===== src/rtl/fifo_stream_adapter.sv =====
// Drain stage behind the synchronous FIFO: turns read_en/data_out (one-cycle read latency)
// into a valid/ready stream, with a 2-entry skid buffer, flush, enable gating and a beat counter.
module fifo_stream_adapter #(
  parameter int unsigned WIDTH = 32,
  parameter int unsigned CNT_W = 16
) (
  input  logic             clk,
  input  logic             rst,
  input  logic             fifo_empty,
  output logic             fifo_rd_en,
  input  logic [WIDTH-1:0] fifo_data,
  input  logic             enable,
  input  logic             flush,
  output logic             m_valid,
  input  logic             m_ready,
  output logic [WIDTH-1:0] m_data,
  output logic             busy,
  output logic [CNT_W-1:0] word_cnt
);

  typedef enum logic [1:0] {
    IDLE,
    RUN,
    FLUSH
  } state_t;

  state_t           state, state_next;
  logic [1:0]       occ, occ_next, occ_after_pop;
  logic             inflight;
  logic             pop, capture;
  logic [2:0]       pending;
  logic [WIDTH-1:0] head, tail;

  assign m_valid = (occ != 2'd0);
  assign m_data  = head;
  assign busy    = (state != IDLE);

  always_comb begin
    pop           = m_valid & m_ready;
    capture       = inflight & (state != FLUSH);
    occ_after_pop = occ - {1'b0, pop};
    // Words already owned (buffered + in flight) once this cycle's pop retires.
    pending       = {1'b0, occ} + {2'b00, inflight} - {2'b00, pop};
    fifo_rd_en    = rst & enable & ~fifo_empty & ~flush & (state != FLUSH) & (pending < 3'd2);
    occ_next      = flush ? 2'd0 : (occ_after_pop + {1'b0, capture});

    state_next = state;
    if (flush) begin
      state_next = FLUSH;
    end else begin
      case (state)
        IDLE:    if (fifo_rd_en) state_next = RUN;
        RUN:     if ((occ == 2'd0) && !inflight && !fifo_rd_en) state_next = IDLE;
        FLUSH:   state_next = IDLE;
        default: state_next = IDLE;
      endcase
    end
  end

  always_ff @(posedge clk or negedge rst) begin
    if (!rst) begin
      state    <= IDLE;
      occ      <= '0;
      inflight <= 1'b0;
      head     <= '0;
      tail     <= '0;
      word_cnt <= '0;
    end else begin
      state    <= state_next;
      occ      <= occ_next;
      inflight <= fifo_rd_en;
      if (pop) word_cnt <= word_cnt + CNT_W'(1);
      if (pop && (occ == 2'd2)) head <= tail;
      // A returning word lands at the head only if the buffer is empty after this pop.
      if (capture && !flush) begin
        if (occ_after_pop == 2'd0) head <= fifo_data;
        else                       tail <= fifo_data;
      end
    end
  end

endmodule

===== config.mk =====
export PLATFORM = sky130hd
export DESIGN_NAME = fifo_stream_adapter
export DESIGN_NICKNAME = d
export VERILOG_FILES = /design/src/rtl/fifo_stream_adapter.sv
export SDC_FILE = /design/constraint.sdc
export NUM_CORES = 1
export LEC_CHECK = 0
export CELL_PAD_IN_SITES_DETAIL_PLACEMENT = 1
export CELL_PAD_IN_SITES_GLOBAL_PLACEMENT = 2
export CORE_MARGIN = 10
export CORE_UTILIZATION = 34
export CTS_CLUSTER_DIAMETER = 200
export DETAILED_ROUTE_END_ITERATION = 7
export PLACE_DENSITY_LB_ADDON = 0.2
export SKIP_CTS_REPAIR_TIMING = 1
export SYNTH_ARGS = -nofsm -noshare
export SYNTH_HDL_FRONTEND = slang
export SYNTH_SLANG_ARGS = --single-unit

===== constraint.sdc =====
create_clock -name clk -period 2.9 [get_ports clk]
set_clock_uncertainty 0.05 [all_clocks]
set_input_delay 0.29 -clock clk [delete_from_list [all_inputs] [get_ports clk]]
set_output_delay 0.29 -clock clk [all_outputs]
set_load 0.01 [all_outputs]

* Word-level counts from Yosys, hierarchy flattened
Index checks and enable logic that the tools add are counted.
** Word-level totals
- Flip-flop bits (word level) :: 85
- Input port bits :: 38
- Word-level logic and storage cells :: 49
** Operators by class
- $add $sub $neg :: 5
- Order comparisons :: 1
- Eq/ne operators :: 5
- Muxes and demuxes :: 8
- Bitwise gates (word level) :: 10
- Reduce and logical (&&, ||, !) cells :: 14
** Operators by type and width (count)
- $mux 32 :: 3
- $add 16x1->16 const B :: 1
- $mux 2 :: 4
- $and 1x1->1 :: 7
- $logic_not 2->1 :: 3
- $ne 3x3->1 const B :: 2
- $logic_and 1x1->1 :: 4
- $pmux 2 s2 :: 1
- $reduce_and 2->1 :: 2
- $reduce_bool 2->1 :: 2
- $add 2x1->3 :: 1
- $logic_not 1->1 :: 3
- $lt 3x2->1 const B :: 1
- $not 1->1 :: 3
- $sub 3x1->3 :: 1
- $add 2x1->2 :: 1
- $eq 2x1->1 const B :: 1
- $eq 2x2->1 const B :: 1
- $ne 2x2->1 const B :: 1
- $sub 2x1->2 :: 1

* Logic depth before layout (Yosys ltp)
- Word-level depth :: 10
- Depth in mapped cells :: 9
- Gate-level depth less buffers :: 8

* Worst setup path after synthesis
Ideal clock, no wire load.
- Kind :: reg-to-reg
- Start :: register occ[1]
- End :: register head[10], in the netlist m_data[10]
- Arrival time :: 2.278 ns
- Setup slack :: 0.448 ns
- Stages on the path, launching flop included :: 10
- Buffers on the path :: 1
- Cells stage by stage :: dfrtp_1 > or2_2 > nand2_1 > inv_1 > ha_1 > xnor2_1 > nand2_1 > nor3_2 > buf_2 > mux2_2
** Between the ends
- Word-level cells in the longest chain between the ends :: 6
- Elaborated cells between the ends (all ways) :: 9
- Classes of those cells :: add/sub (1); eq/ne (1); mux (3); bitwise (1); reduce/logical (3)
** Ends and longest elaborated chain
- start: declaration :: line 28 : logic [1:0] occ, occ_next, occ_after_pop;
- start signal: assignment :: line 70 : occ <= occ_next;
- $reduce_bool 2->1 * :: line 34 : assign m_valid = (occ != 2'd0);
- named net m_valid :: line 14 : output logic m_valid,
- $and 1x1->1 * :: line 39 : pop = m_valid & m_ready;
- named net pop :: line 30 : logic pop, capture;
- $sub 2x1->2 / $logic_and 1x1->1 (equally long branches) :: line 41, 73
- $logic_not 2->1 / $mux 32 (equally long branches) :: line 76, 73
- $mux 32 :: line 76 : if (occ_after_pop == 2'd0) head <= fifo_data;
- $mux 32 * :: line 75 : if (capture && !flush) begin
- end signal: assignment :: line 73 : if (pop && (occ == 2'd2)) head <= tail;
- end signal: assignment :: line 76
- end: declaration :: line 32 : logic [WIDTH-1:0] head, tail;
Mark *: on every way through the listed nets, which the timed path passes. The rest lies on a longest branch.
A chain may end at the register's enable or synchronous reset.

* Final worst setup path
- Start :: register occ[0]
- End :: output port fifo_rd_en
** Between the ends
- Word-level cells in the longest chain between the ends :: 5
- Elaborated cells between the ends (all ways) :: 6
- Classes of those cells :: add/sub (2); order compare (1); bitwise (2); reduce/logical (1)
** Ends and longest elaborated chain
- parallel branches: the longest is 2 deep, another holds $add 2x1->3
- $sub 3x1->3 * :: line 43 : pending = {1'b0, occ} + {2'b00, inflight} - {2'b00, pop};
- $lt 3x2->1 * :: line 44 : fifo_rd_en = rst & enable & ~fifo_empty & ~flush & (state != FLUSH) & (pending < 3'd2);
- $and 1x1->1 * :: line 44
- end: declaration :: line 10 : output logic fifo_rd_en,
Every way passes the cells marked *.

==> flow_summary.json <==
{
  "cts_buffers": 9,
  "m1WireLength_um": 3570,
  "worstRegToRegCells": 9,
  "synthTopCellsByArea": "dfrtp_1 56%, mux2_2 27%, xnor2_1 3.0%",
  "finalNetCount": 406,
  "ys_ff_latch": 85,
  "p_total_mw": 4.17,
  "tightest_slew_ns": 0.651,
  "power_frac_seq_pct": 41.8,
  "rows": 38,
  "finalMaxSlewViolations": 0,
  "rsz0062_at_grt": "false",
  "core_area_mm2": 0.0108,
  "clk_pin_slew_ns": 0.08,
  "netlist_area_mm2": 0.00377,
  "slew_headroom_pct": 56.6,
  "critPathArrivalTime_ns": 2.40,
  "p_sw_share_pct": 28.1,
  "area_growth_pct": 35.4,
  "syn_inst": 265,
  "period_share_pct": 94.3,
  "vias": 2432,
  "clkPwrFrac_pct": 22.1,
  "yosysTopAreaCell": "dfrtp_1",
  "p_comb_share_pct": 36.1,
  "ir_drop_uv": 358,
  "placed_cell_area_mm2": 0.00487,
  "postLayoutSetupSlackWorst_ns": 0.165,
  "fin_crit_ns": 2.74,
  "setup_viol": 0,
  "hp-class": "reg -> reg",
  "grt_pass1_vias": 2796,
  "fmax_ghz": 0.366,
  "cts-root-buf": "clkbuf_8",
  "clk_latency_ns": 0.35,
  "first_pass_iters": 4,
  "finalWirelength_um": 8660,
  "start_kind": "flop",
  "drc_errors": 0,
  "status": "completed",
  "dieArea_mm2": 0.0157,
  "grt_max_degree": 51,
  "power_leakage_nw": 2.29,
  "cp.required_ns": 2.56,
  "ioPinCount": 89,
  "start_util_pct": 34.8,
  "critical_path.endpoint": "fifo_rd_en",
  "cts_sinks": 85,
  "synthesis.nets": 307,
  "overflow": 0,
  "antenna_found_initial": 1,
  "utilization_pct": 47.1,
  "wl_met3_um": 678,
  "grtUsageTotal_pct": 11.3,
  "crit-reg2reg-capture": "tail[2]",
  "pre_cts_ws_ns": -0.107,
  "crit_type": "reg -> out",
  "synthDistinctLibCells": 27,
  "power_switching_mw": 1.17,
  "vias_per_cell": 4.78,
  "reg2reg_slack_ns": 0.39,
  "dr_wl_met2_um": 4320,
  "die_w_um": 125,
  "place_hpwl_um": 6170,
  "cp-startpoint": "occ[0]",
  "port_buffers": 88,
  "ant_nets": 0,
  "cp_max_fo": 4,
  "cap_violations": 0,
  "cts_buffer_depth": 2,
  "drt-initial-drc-count": 83,
  "critPathCaptureType": "primary output",
  "p_int_mw": 3.00,
  "grt_pass1_wl_um": 14600,
  "avgRoutedWirePerCell_um": 17.0,
  "yosysSeqAreaShare_pct": 56.4,
  "place_congestion": 0.722,
  "rr_startpoint": "occ[0]",
  "cts_tree": "done",
  "fin_area_mm2": 0.00510,
  "power-per-cell-area_mw_per_mm2": 818,
  "die_h_um": 125,
  "drive_above_1_share_pct": 33.7,
  "syn_avg_cell_area_um2": 14.2,
  "dp_cells": 491,
  "synth_top_cell_area_share_pct": 56.4,
  "highest_layer": "met4",
  "finalHoldViolations": 0,
  "cts_max_level": 3,
  "stdcell_count": 509,
  "ys_warn_count": 0
}
[layout make-up]
cell class                 count  area, um2
sequential                    85       2130
tap                          140        175
timing repair buffer          98        988
clock inverter                 4       72.6
clock buffer                  11        141
inverter                       5       18.8
fill                        1117       5740
multi-input combinational    165       1580
antenna                        1       2.50
[per-layer routing]
metal / vias up / GRT usage [%]
met1: 1237 / 12.8
li1: 1126 / -
met4: 0 / 3.25
met5: - / 0
met3: 7 / 4.86
met2: 62 / 19.1
[per-stage QoR]
step	TNS, ns	hold slack, ns
2_1_floorplan	0	-0.0556
3_3_place_gp	0	0.326
3_5_place_dp	-0.107	0.323
4_1_cts	-0.358	-0.0717
5_1_grt	0	0.446
6_report	0	0.412
[synth_stat cells, drive strengths merged]
cell / number
xnor2: 13
mux2: 96
nor3b: 2
nor4: 2
ha: 3
nand4: 5
buf: 8
or2: 3
nor3: 1
o21ai: 1
nand2b: 2
a211oi: 1
nand2: 13
nor2b: 2
fa: 1
nor2: 5
xor2: 6
and3: 2
inv: 5
clkbuf: 2
o211ai: 1
dfrtp: 85
nand3: 6
[cell usage in the layout (no fill, tap or decap), types with 4 or more instances in the layout]
cell type	Yosys	routed
buf_4	0	7
clkbuf_8	0	10
clkdlybuf4s50_1	0	86
dfrtp_1	85	85
inv_1	5	5
mux2_1	4	4
mux2_2	92	92
nand2_1	13	13
nand3_1	6	5
nand4_1	5	5
nor2_1	5	5
xnor2_1	13	13
xor2_1	6	6
[cell families after synthesis]
kind of cell / Yosys count / share of synthesized area, %
muxes: 96 / 28.7
DFF: 85 / 56.4
and+or+nand+nor: 43 / 6.21
xor gates and xnor gates: 19 / 4.42
buffers and inverters: 15 / 2.19
adders and majority gates: 4 / 1.53
AOI/OAI and AO/OA: 3 / 0.531
[registers in the layout (all words and copies together) (netlist names)]
register and count:
m_data 32, tail 32, word_cnt 16, occ 2
state 2, inflight 1
[worst max-delay path, cell delays in order, from the launching register on]
cell and delay, ns:
dfrtp_1 0.42, or2_2 0.31, nand2_1 0.11, nor2_1 0.07
fa_1 0.41, xnor2_1 0.15, nand4_1 0.16, nor3b_2 0.24
clkbuf_2 0.17
[worst min path at each step]
stage / startpoint / endpoint / cells past startpoint
floorplan: rst / inflight / 0
CTS: rst / word_cnt[9] / 2
global route: word_cnt[15] / word_cnt[15] / 1
finish: state[1] / state[0] / 1
global placement: rst / word_cnt[11] / 2
detailed placement: rst / word_cnt[9] / 2
[power groups by stage]
stage	logic, mW	registers [mW]	clock network [mW]
after floorplan	0.717	1.83	0
after global placement	1.50	1.76	0
after detailed placement	1.54	1.77	0
after CTS	1.55	1.75	0.958
after global routing	1.66	1.80	1.01
final	1.51	1.74	0.923
(Power assumes the default switching activity.)
